### src/rtl/pipe_hazard_ctrl_if.sv
// Pipeline <-> hazard controller bundle: ID-stage operand/dest info,
// branch/memory status in, stall/flush/freeze controls and stall count out.
interface pipe_hazard_ctrl_if #(
  parameter int REG_W = 4,
  parameter int CNT_W = 16
);
  logic             id_valid;
  logic [REG_W-1:0] id_src1;
  logic [REG_W-1:0] id_src2;
  logic             id_two_src;
  logic             id_wb_en;
  logic             id_mem_r_en;
  logic [REG_W-1:0] id_dest;
  logic             br_taken;
  logic             mem_ready;
  logic             hazard_stall;
  logic             flush_id;
  logic             flush_if;
  logic             pipe_freeze;
  logic [CNT_W-1:0] stall_cnt;

  modport master (
    output id_valid, id_src1, id_src2, id_two_src, id_wb_en, id_mem_r_en,
           id_dest, br_taken, mem_ready,
    input  hazard_stall, flush_id, flush_if, pipe_freeze, stall_cnt
  );

  modport slave (
    input  id_valid, id_src1, id_src2, id_two_src, id_wb_en, id_mem_r_en,
           id_dest, br_taken, mem_ready,
    output hazard_stall, flush_id, flush_if, pipe_freeze, stall_cnt
  );
endinterface

### src/rtl/pipe_hazard_ctrl.sv
// Pipeline hazard controller: EX/MEM destination scoreboard, RAW stall,
// branch flush and memory-wait freeze. Define FORWARDING_EN for load-use-only stalls.
module pipe_hazard_ctrl #(
  parameter int REG_W = 4,
  parameter int CNT_W = 16
) (
  input logic               clk,
  input logic               rst,
  pipe_hazard_ctrl_if.slave bus
);

  typedef enum logic [1:0] {RUN, HAZ, MWAIT} state_t;

  typedef struct packed {
    logic             valid;
    logic             wb_en;
    logic             mem_r_en;
    logic [REG_W-1:0] dest;
  } slot_t;

  state_t           state_q, state_d;
  slot_t            ex_q, mem_q, id_slot;
  logic [CNT_W-1:0] cnt_q;
  logic             hit_ex1, hit_ex2;
  logic             raw_hazard;
  logic             stall, fid, fif, freeze;
  logic             unused_slot;

  assign id_slot.valid    = 1'b1;
  assign id_slot.wb_en    = bus.id_wb_en;
  assign id_slot.mem_r_en = bus.id_mem_r_en;
  assign id_slot.dest     = bus.id_dest;

  assign hit_ex1 = ex_q.valid && ex_q.wb_en && (ex_q.dest == bus.id_src1);
  assign hit_ex2 = ex_q.valid && ex_q.wb_en && bus.id_two_src &&
                   (ex_q.dest == bus.id_src2);

`ifdef FORWARDING_EN
  // Only a load still in EX cannot be forwarded in time.
  assign raw_hazard = bus.id_valid && ex_q.mem_r_en && (hit_ex1 || hit_ex2);
`else
  logic hit_mem1, hit_mem2;
  assign hit_mem1 = mem_q.valid && mem_q.wb_en && (mem_q.dest == bus.id_src1);
  assign hit_mem2 = mem_q.valid && mem_q.wb_en && bus.id_two_src &&
                    (mem_q.dest == bus.id_src2);
  assign raw_hazard = bus.id_valid &&
                      (hit_ex1 || hit_ex2 || hit_mem1 || hit_mem2);
`endif

  // The MEM slot exists only to age entries out; some fields are never inspected.
  assign unused_slot = ^mem_q;

  always_comb begin
    stall   = 1'b0;
    fid     = 1'b0;
    fif     = 1'b0;
    freeze  = 1'b0;
    state_d = state_q;
    if (!rst) begin
      state_d = RUN;
    end else if (!bus.mem_ready) begin
      freeze  = 1'b1;
      state_d = MWAIT;
    end else if (bus.br_taken) begin
      fif     = 1'b1;
      fid     = 1'b1;
      state_d = RUN;
    end else if (raw_hazard) begin
      stall   = 1'b1;
      fid     = 1'b1;
      state_d = HAZ;
    end else begin
      state_d = RUN;
    end
  end

  assign bus.hazard_stall = stall;
  assign bus.flush_id     = fid;
  assign bus.flush_if     = fif;
  assign bus.pipe_freeze  = freeze;
  assign bus.stall_cnt    = cnt_q;

  always_ff @(posedge clk or negedge rst) begin
    if (!rst) begin
      state_q <= RUN;
      ex_q    <= '0;
      mem_q   <= '0;
      cnt_q   <= '0;
    end else begin
      state_q <= state_d;
      if (!freeze) begin
        ex_q  <= (bus.id_valid && !stall && !fid) ? id_slot : '0;
        mem_q <= ex_q;
      end
      if (stall && (cnt_q != '1))
        cnt_q <= cnt_q + CNT_W'(1);
    end
  end

endmodule
### src/flat_wrapper.sv
// flat-port wrapper written by rule: the top's interface ports become plain ports
module pipe_hazard_ctrl_flat 
#(
  parameter int REG_W = 4,
  parameter int CNT_W = 16
)
  (clk, rst, bus_id_valid, bus_id_src1, bus_id_src2, bus_id_two_src, bus_id_wb_en, bus_id_mem_r_en, bus_id_dest, bus_br_taken, bus_mem_ready, bus_hazard_stall, bus_flush_id, bus_flush_if, bus_pipe_freeze, bus_stall_cnt);
  pipe_hazard_ctrl_if #(.REG_W(REG_W), .CNT_W(CNT_W)) bus_i ();
  input logic clk;
  input logic rst;
  input wire logic [$bits(bus_i.id_valid)-1:0] bus_id_valid;
  input wire logic [$bits(bus_i.id_src1)-1:0] bus_id_src1;
  input wire logic [$bits(bus_i.id_src2)-1:0] bus_id_src2;
  input wire logic [$bits(bus_i.id_two_src)-1:0] bus_id_two_src;
  input wire logic [$bits(bus_i.id_wb_en)-1:0] bus_id_wb_en;
  input wire logic [$bits(bus_i.id_mem_r_en)-1:0] bus_id_mem_r_en;
  input wire logic [$bits(bus_i.id_dest)-1:0] bus_id_dest;
  input wire logic [$bits(bus_i.br_taken)-1:0] bus_br_taken;
  input wire logic [$bits(bus_i.mem_ready)-1:0] bus_mem_ready;
  output wire logic [$bits(bus_i.hazard_stall)-1:0] bus_hazard_stall;
  output wire logic [$bits(bus_i.flush_id)-1:0] bus_flush_id;
  output wire logic [$bits(bus_i.flush_if)-1:0] bus_flush_if;
  output wire logic [$bits(bus_i.pipe_freeze)-1:0] bus_pipe_freeze;
  output wire logic [$bits(bus_i.stall_cnt)-1:0] bus_stall_cnt;
  assign bus_i.id_valid = bus_id_valid;
  assign bus_i.id_src1 = bus_id_src1;
  assign bus_i.id_src2 = bus_id_src2;
  assign bus_i.id_two_src = bus_id_two_src;
  assign bus_i.id_wb_en = bus_id_wb_en;
  assign bus_i.id_mem_r_en = bus_id_mem_r_en;
  assign bus_i.id_dest = bus_id_dest;
  assign bus_i.br_taken = bus_br_taken;
  assign bus_i.mem_ready = bus_mem_ready;
  assign bus_hazard_stall = bus_i.hazard_stall;
  assign bus_flush_id = bus_i.flush_id;
  assign bus_flush_if = bus_i.flush_if;
  assign bus_pipe_freeze = bus_i.pipe_freeze;
  assign bus_stall_cnt = bus_i.stall_cnt;
  pipe_hazard_ctrl #(.REG_W(REG_W), .CNT_W(CNT_W)) u_core (.clk(clk), .rst(rst), .bus(bus_i));
endmodule
### config.mk
export PLATFORM = sky130hd
export DESIGN_NAME = pipe_hazard_ctrl_flat
export DESIGN_NICKNAME = d
export VERILOG_FILES = /design/src/rtl/pipe_hazard_ctrl_if.sv /design/src/rtl/pipe_hazard_ctrl.sv /design/src/flat_wrapper.sv
export SDC_FILE = /design/constraint.sdc
export NUM_CORES = 1
export LEC_CHECK = 0
export ABC_AREA = 1
export BUFFER_PORTS_ARGS = -buffer_cell sky130_fd_sc_hd__buf_4
export CAP_MARGIN = 15
export CORE_MARGIN = 2
export CORE_UTILIZATION = 52
export CTS_CLUSTER_SIZE = 25
export DETAILED_ROUTE_END_ITERATION = 16
export PLACE_DENSITY = 0.77
export SYNTH_ARGS = -nofsm -noshare
export SYNTH_HDL_FRONTEND = slang
export SYNTH_SLANG_ARGS = --single-unit
### constraint.sdc
create_clock -name clk -period 2.1 [get_ports clk]
set_clock_uncertainty 0.1 [all_clocks]
set_input_delay 0.42 -clock clk [delete_from_list [all_inputs] [get_ports clk]]
set_output_delay 0.42 -clock clk [all_outputs]
set_load 0.05 [all_outputs]
==> impl_results.md, run 1 <==
- Async SR Flop Fraction: 100%
- Final TNS setup: -0.170 ns
- RR Endpoint: u_core.bus.stall_cnt[4]
- Fraction of the yosys area taken by sequential cells: 38.1%
- Initial core utilization: 54.7%
- Drt pass-1 iters: 4
- GR Overflow Total: 0
- Clock Tree Root: clkbuf_4
- Wirelength per Cell: approximately 11 um
- Post-synth EDFFs: 0
- Vias in the first global route: 1676
- CTS buffer count: 3
- Critical setup path kind: reg2out
- Crit path time final: 2.22 ns
- Worst-Margin Slew: between 0.6 and 0.7 ns
- Largest cells by area after synthesis: dfrtp_1, nand2_1, inv_1
- Port Buffers: 38
- Vert. Die Dim: ~63 um
- WL final: 4290 um
- TritonCTS clock tree: done
- Worst setup slack after layout: -0.121 ns
- Deepest clock path buffer count: 2
- Origin of the worst setup path: u_core.mem_q[3]
- Clock slew at reported path FFs: 0.15 ns
- Detail Route Antenna Nets: 0
- Mapped Area: ~1800 um2
- Worst Hold Class: in2reg
- YS warnings: 0
- DRC: 0
- Seq cells post-synth: 28
- Final setup viols: 2
- Worst r2r src: u_core.bus.stall_cnt[1]
- Hold_ws: roughly 0.25 ns
- Relative slew slack: between 50 and 60%
- Gp weighted congestion: approximately 0.86
- Full die area: roughly 4000 um2
- Diode count: 0
- R2R Setup Slk: 0.18 ns
- I/O pin count: 40
- Gate Count Post-Synth: 271
- Netlist cell types: 27
- Num rows: 21
- # fillers: 315
- Hpwl dp: 3210 um
- Layout cells sized above 1: about a quarter
- P per Cell Area: 435 nW/um2
- First-pass GRT wire length: roughly 7300 um
- Fin. max-slew vios: 0
- Final hold violation count: 0
- Worst endpoint data arrival time: 1.70 ns
- Area Growth Syn to Fin: 29.3%
- Path depth of the worst reg2reg path: 10
- Fin crit share: 106%
- Core ar.: around 3400 um2
- Failing checks: negative setup slack
- Leakage: 1.28 nW
- Required time worst endpoint: 1.58 ns
- Final-stage net count: ~350
- IR drop worst, VDD: between 0.0002 and 0.00025 V
- Initial DRC Count: 43
- Status: complete, but fails checks
- Critical Path End: bus_flush_id
- RSZ-0062 raised after global routing: true
- Ys flop type: dfrtp_1
- Max Clock Freq: 450 MHz
- Avg Cell Area, Syn: 6.79 um2
- Nature of the critical path endpoint: output pin
- Largest net degree at the start of global routing: 16
- Vias per cell: 4.95
- Initial antenna violation count: 0
- Clock Sinks: 28
- Synth top area share: around two fifths
- Worst slack at placement: approximately 0.099 ns
- H-tree levels: 1
- Maximum Capacitance Violations: 0
- Worst-Skew Late Latency: around 0.32 ns
- Post-Syn Nets: 292
- Vias: ~1900
- Die width: 63.5 um
- Cell taking the most area after synthesis: dfrtp_1
- CP Max Fanout: 5
- Startpoint Class: flip-flop
- GRT Resource Usage Total: 22.7%
power breakdown:
part           internal (mW)  leakage (nW)  switching [mW]
clock network          0.106        0.0210           0.155
logic                 0.0804         0.878           0.111
registers              0.561         0.378          0.0193
total                  0.748          1.28           0.285
per-layer routing:
layer,global-route usage (%),wire [um],part of all wire [%],vias up
li1,-,-,-,967
met1,28.4,1880,44,855
met2,41.3,2240,52,33
met3,1.61,117,2.7,5
met4,7.07,42,0.98,0
met5,0,0,0,-
flip-flops by register name, indices dropped and copies added, names as in the netlist:
signal	flops
u_core.ex_q	6
u_core.bus.stall_cnt	16
u_core.mem_q	6
cell usage in the layout (no fill, tap or decap):
cell	synthesis	layout
dlygate4sd3_1	0	3
a21oi_1	1	1
nor4_2	1	1
nor3_1	5	5
nand4_1	7	7
clkbuf_4	0	3
buf_8	0	1
clkinv_2	1	1
dfrtp_2	0	1
nand3b_1	4	4
buf_4	0	51
nand4_4	1	1
nand2_2	2	2
nand3_1	17	17
nor2_2	2	2
buf_6	0	1
nand2_4	1	1
nor2_8	1	1
ha_1	1	1
xnor2_1	2	2
nand2_1	106	106
dfrtp_1	28	27
inv_1	34	33
nor3_2	2	2
clkbuf_8	0	1
inv_2	9	10
o21ai_0	12	12
nand4_2	1	1
nand3_4	1	1
xor2_1	3	3
nor2_1	25	24
nand3_2	2	2
nor2_4	1	2
critical path: stages, from the launching register on:
cell,delay (ns)
dfrtp_2,0.47
nand2_1,0.07
nand2_1,0.04
nor2_1,0.12
nand3_1,0.08
nand2_1,0.09
nand2_2,0.06
nand2_4,0.08
nand4_1,0.10
nand2_1,0.11
buf_6,0.16
per-stage QoR:
stage                     power, mW  cell area, um2  std cells  utilization [%]
after floorplan               0.687            1840        271                -
after global placement        0.763            2230        360             66.2
after detailed placement      0.768            2230        360             66.2
after CTS                      1.04            2310        368             68.6
after global routing           1.09            2380        376             70.7
final                          1.03            2380        376             70.7
area by class of cell:
type	instances	area, um2	share of cell area [%]
clock buffer	4	36.3	1.53
inverter	44	166	7.00
multi-input combinational	198	976	41.1
sequential	28	702	29.5
tap	46	57.6	2.42
timing repair buffer	56	439	18.5
what timing repair did:
item | in CTS | in global routing
setup buffers | 1 | 8
setup endpoints to repair | 2 | 5
hold buffers | 3 | 0
pin swaps | 2 | 3
gates resized for setup | 3 | 3
endpoints found under the hold margin | 28 | 0
cell usage after synthesis (2+ instances only):
cell and instances:
nand2_2 2, nor3_1 5, dfrtp_1 28, nor2_1 25, nand4_1 7, o21ai_0 12
nor2_2 2, nand3b_1 4, nor3_2 2, xnor2_1 2, xor2_1 3, nand3_2 2
nand3_1 17, inv_1 34, inv_2 9, nand2_1 106
worst min-delay path by stage:
stage,from,end,slack [ns],cells past startpoint
3_3_place_gp,rst,u_core.bus.stall_cnt[1],0.12,1
6_report,bus_id_dest[0],u_core.ex_q[0],0.25,3
4_1_cts,bus_id_dest[3],u_core.ex_q[3],0.24,3
3_5_place_dp,rst,u_core.bus.stall_cnt[1],0.12,1
5_1_grt,bus_id_wb_en,u_core.ex_q[5],0.27,3
2_1_floorplan,rst,u_core.bus.stall_cnt[0],0.02,0
cells by family after synthesis:
kind of cell / count (synthesis) / share of synthesized area, %
xor+xnor: 5 / 2.38
simple gates: 179 / 46.1
compound gates: 13 / 3.54
flops: 28 / 38.1
buf+inv: 45 / 9.25
fa+ha+maj: 1 / 0.680
Power figures use the tool's default switching activity.
==> inputs of run 2 (changes only) <==
- clock period: 2.1 -> 2.3 ns (I/O delays scaled with it)
==> run 2 against run 1 <==
  * The flow now finishes without violations
  * Non-clock buffer count fell by 6
  * Combinational power fell by 13%
  * Routed wire length fell by 6.8%
  * Hold slack improved by 0.029 ns
  * Critical path depth fell by 1
  * Core utilization fell by 1.6 points
  * Sequential share of layout area rose by 0.67 points
  * Sequential power fell by 8.4%
==> impl_results.md, run 2 (same netlist as run 1, synthesis figures left out) <==
- Vias: 1807
- Initial DRC Count: 58
- WL final: 4000 um
- Clock power share: 25.0%
- Crit path cell chain: xor2_1 -> nor2_1 -> nand2_1 -> nand2_1 -> nand2_2 -> nand2_4 -> nand4_1 -> nand2_1 -> buf_6
- Register Area: 702 um2
- Worst-Skew Late Latency: 0.32 ns
- Nature of the critical path endpoint: output pin
- DRC: 0
- Worst r2r src: u_core.bus.stall_cnt[0]
- Final setup viols: 0
- Critical setup path kind: reg2out
- IR drop worst, VDD: 0.000292 V
- Layout cells sized above 1: between 20% and 30%
- Hold endpoint: u_core.ex_q[0]
- Fin crit share: 98.1%
- TritonCTS clock tree: done
- Post-route insts no fill: 370
- Slowest CP cell: dfrtp_1
- R2R Setup Slk: 0.38 ns
- Most common cell after layout, fill and taps aside: nand2_1
- RR Endpoint: u_core.bus.stall_cnt[9]
- GRT met1 Usage: approximately 26%
- GR Overflow Total: 0
- Global route hottest layer: met2
- Crit path time final: 2.26 ns
- Sw power: roughly 250 uW
- WP buf/inv: 1
- CP top delay family: simple AND/OR/NAND/NOR gates
- Initial antenna violation count: 0
- Worst hold start: bus_id_dest[0]
- Max reg flops: 16
- Drt pass-1 iters: 4
- Path depth of the worst reg2reg path: 10
- Relative slew slack: about 54%
- Multi-input logic area: ~970 um2
- CP dominant cell by count: nand2_1
- CTS buffer count: 3
- Total power: roughly 930 uW
- Status: finished, final reports clean
- H-tree levels: 1
- First-pass GRT wire length: 6940 um
- Die width: 63.5 um
- Max Clock Freq: 443 MHz
- Comb pwr share: about 18%
- Maximum Capacitance Violations: 0
- Internal Power: 678 uW
- Clock Tree Root: clkbuf_4
- Seq pwr share: between 50% and 60%
- Worst-Margin Slew: 0.695 ns
- Switching Fraction: 27.1%
- Num rows: 21
- Finished Core Util: 69.1%
- Largest net degree at the start of global routing: 17
- Startpoint Class: flip-flop
- I/O pin count: 40
- Full die area: 4030 um2
- Worst endpoint data arrival time: 1.70 ns
- # fillers: 325
- Vias in the first global route: 1687
- Required time worst endpoint: approximately 1.7 ns
- Detail Route Antenna Nets: 0
- Hold_ws: 0.281 ns
- Most frequent cells in the layout: nand2_1, buf_4, inv_1, dfrtp_1, nor2_1
- Final hold violation count: 0
- Final-stage net count: 346
- Deepest clock path buffer count: 2
- Clock Sinks: 28
- Leakage: 1.25 nW
- CP Max Fanout: 4
- Gp weighted congestion: 0.853
- RSZ-0062 raised after global routing: true
- Worst Hold Class: in2reg
- Vias per cell: 4.88
- GR Util met3: between 2 and 3%
- Diode count: 0
- Area Growth Syn to Fin: 26.4%
- P per Cell Area: approximately 400 nW/um2
- Wirelength per Cell: about 11 um
- Origin of the worst setup path: u_core.mem_q[2]
- Met2 usage: about two fifths
- Max incr delay on CP: about 0.44 ns
- Number of instances in the placed design: 359
- Vert. Die Dim: 63.5 um
- Clock slew at reported path FFs: about 0.15 ns
- GRT Resource Usage Total: 21.3%
- Port Buffers: 38
- Initial core utilization: 54.7%
- Core ar.: about 3400 um2
- WHS Path Cells: 3
- Hpwl dp: ~3100 um
- Fin. max-slew vios: 0
-- run 2: cell types whose count changed in the layout (fill, tap and decap cells not counted) --
cell / previous run / this run
buf_4: 51 / 46
dlygate4sd3_1: 3 / 2
nor2_2: 2 / 3
nor2_4: 2 / 1
-- run 2: stage by stage --
step	instance area, um2	setup slack (ns)	TNS (ns)
CTS	2300	0.0116	0
global route	2320	-0.160	-0.260
finish	2320	0.0443	0
global placement	2220	0.185	0
detailed placement	2220	0.178	0
floorplan	1840	0.186	0
-- run 2: cell type report --
class / count / share of cell area [%]
Timing Repair Buffer: 50 / 16.8
Clock buffer: 4 / 1.56
Multi-Input combinational cell: 198 / 41.8
Inverter: 44 / 7.16
Sequential cell: 28 / 30.2
Tap cell: 46 / 2.48
-- run 2: routing by layer --
layer	vias to the layer above	part of all wire, %
li1	947	-
met1	823	43
met2	33	52
met3	4	3.3
met4	0	1.2
met5	-	0
-- run 2: what timing repair did --
| action | 4_1_cts | 5_1_grt |
|---|---|---|
| setup endpoints to repair | 2 | 2 |
| endpoints found under the hold margin | 28 | 0 |
| gates resized for setup | 2 | 3 |
| setup buffers | 2 | 3 |
| pin swaps | 1 | 1 |
| hold buffers | 2 | 0 |
-- run 2: worst max-delay path by stage --
stage / to / cells after the start / slack (ns)
5_1_grt: bus_flush_id / 11 / -0.16
6_report: bus_flush_id / 9 / 0.04
3_5_place_dp: bus_hazard_stall / 10 / 0.18
2_1_floorplan: bus_flush_id / 4 / 0.19
3_3_place_gp: bus_flush_id / 10 / 0.19
4_1_cts: bus_hazard_stall / 10 / 0.01
-- run 2: power by group through the flow --
stage | clock network (mW) | logic, mW | registers [mW]
2_1_floorplan | 0 | 0.0842 | 0.543
3_3_place_gp | 0 | 0.156 | 0.540
3_5_place_dp | 0 | 0.160 | 0.540
4_1_cts | 0.248 | 0.165 | 0.531
5_1_grt | 0.266 | 0.189 | 0.535
6_report | 0.233 | 0.166 | 0.532
-- run 2: tightest hold or removal path: cells and delay by family --
family	cells	cell delay, ns
AND/OR/NAND/NOR	1	0.07
buffers and inverters	1	0.08
AO/OA/AOI/OAI	1	0.07
==> inputs of run 3 (changes only) <==
- MAX_ROUTING_LAYER: default -> met4
==> run 3 against run 2 <==
  * Non-clock buffer count stayed put
  * Final area stayed put
  * Sequential power hardly changed
  * Count of clock-buffer cells in the layout stayed put
  * Register-to-register slack hardly changed
  * Routed wire length is 0.15% higher
  * Highest routed layer unchanged
  * Die area stayed put
  * Total power hardly changed
  * Setup slack worse by 0.0016 ns
  * Largest cell class unchanged
  * Via count is 0.11% lower
==> impl_results.md, run 3 (same netlist as run 1, synthesis figures left out) <==
- I/O pin count: 40
- Max reg flops: 16
- Worst Hold Class: in2reg
- Post-route insts no fill: between 300 and 400
- Total power: 930 uW
- Hpwl dp: ~3100 um
- Finished Core Util: between 60 and 70%
- Initial DRC Count: 60
- Diode count: 0
- Worst-Skew Late Latency: 0.32 ns
- Layout cells sized above 1: 24.7%
- GRT Resource Usage Total: a little over a fifth
- Fin area: ~2300 um2
- Most common cell after layout, fill and taps aside: nand2_1
- DRC: 0
- Relative slew slack: 53.5%
- H-tree levels: 1
- Hold_ws: approximately 0.28 ns
- Clock power share: 25.0%
- Worst-Margin Slew: 0.695 ns
- Most frequent cells in the layout: nand2_1, buf_4, inv_1, dfrtp_1, nor2_1
- Drt pass-1 iters: 4
- Vias in the first global route: 1687
- CP Max Fanout: 4
- Critical setup path kind: reg2out
- P per Cell Area: between 400 and 500 nW/um2
- Port Buffers: 38
- Wirelength per Cell: around 11 um
- Vert. Die Dim: 63.5 um
- First-pass GRT wire length: 6940 um
- WHS Path Cells: 3
- Sw power: 253 uW
- Startpoint Class: flip-flop
- Number of instances in the placed design: 359
- Full die area: between 4000 and 5000 um2
- Origin of the worst setup path: u_core.mem_q[2]
- Max Clock Freq: 443 MHz
- Fin. max-slew vios: 0
- Detail Route Antenna Nets: 0
- Internal Power: 678 uW
- Final hold violation count: 0
- Worst slack at placement: 0.178 ns
- Fin crit share: 98.1%
- Nature of the critical path endpoint: output pin
- TritonCTS clock tree: done
- Worst r2r src: u_core.bus.stall_cnt[0]
- Seq pwr share: 57.1%
- Leakage: 1.25 nW
- Final TNS setup: 0 ns
- Worst hold start: bus_id_dest[0]
- IR drop worst, VDD: 0.000292 V
- Initial antenna violation count: 0
- CTS buffer count: 3
- Clock slew at reported path FFs: ~0.15 ns
- Deepest clock path buffer count: 2
- Worst endpoint data arrival time: 1.70 ns
- WL final: 4000 um
- RSZ-0062 raised after global routing: true
- Maximum Capacitance Violations: 0
- Path depth of the worst reg2reg path: 10
- Comb pwr share: 17.8%
- Die width: 63.5 um
- Final setup viols: 0
- Vias: between 1500 and 2000
- Status: finished, final reports clean
- Core ar.: 3360 um2
- Clock Tree Root: clkbuf_4
- Crit path time final: ~2.3 ns
- Initial core utilization: 54.7%
- Final-stage net count: roughly 350
- Placed Area: around 2200 um2
- Largest net degree at the start of global routing: 17
- Required time worst endpoint: 1.74 ns
- Num rows: 21
- GR Overflow Total: 0
- Gp weighted congestion: 0.866
- Vias per cell: around 5
- Switching Fraction: a little over a quarter
- Area Growth Syn to Fin: 26.4%
- Clock Sinks: 28
- Worst setup slack after layout: 0.0427 ns
run 3: cell counts in the layout (fill, tap and decap cells not counted):
Identical to the previous run, type by type.
run 3: path summary, 6_finish.rpt:
check	endpoint	slack, ns
min in group asynchronous	u_core.bus.stall_cnt[2]	0.65
hold reg to reg	u_core.mem_q[6]	0.42
max in group asynchronous	u_core.mem_q[3]	0.87
setup / recovery	bus_flush_id	0.04
hold / removal	u_core.ex_q[0]	0.28
setup reg to reg	u_core.bus.stall_cnt[9]	0.38
run 3: routing by layer:
layer	track usage [%]	routed length, um
met1	26.2	1740
met2	38.9	2100
met3	2.32	116
met4	6.25	42
met5	-	0
run 3: timing repair:
| item | 4_1_cts | 5_1_grt |
|---|---|---|
| hold buffers | 2 | 0 |
| pin swaps | 1 | 1 |
| hold endpoints to repair | 28 | 0 |
| resized for setup | 2 | 3 |
| setup endpoints to repair | 2 | 2 |
| setup buffers | 2 | 3 |
run 3: layout make-up:
class                   instances  area [um2]
multi-input cells             198         971
fillers                       325        1040
inverters                      44         166
flip-flops and latches         28         702
repair buffers                 50         392
clock buffers                   4        36.3
well taps                      46        57.6
run 3: critical path, stage by stage (launching register included):
cell     delay (ns)
dfrtp_1        0.44
xor2_1         0.15
nor2_1         0.12
nand2_1        0.07
nand2_1        0.08
nand2_2        0.06
nand2_4        0.10
nand4_1        0.11
nand2_1        0.10
buf_6          0.16
run 3: power by group through the flow:
stage / Clock (mW) / Combinational (mW) / Sequential [mW]
floorplan: 0 / 0.0842 / 0.543
detailed placement: 0 / 0.160 / 0.540
finish: 0.233 / 0.166 / 0.532
global route: 0.266 / 0.189 / 0.535
CTS: 0.248 / 0.165 / 0.531
global placement: 0 / 0.156 / 0.540
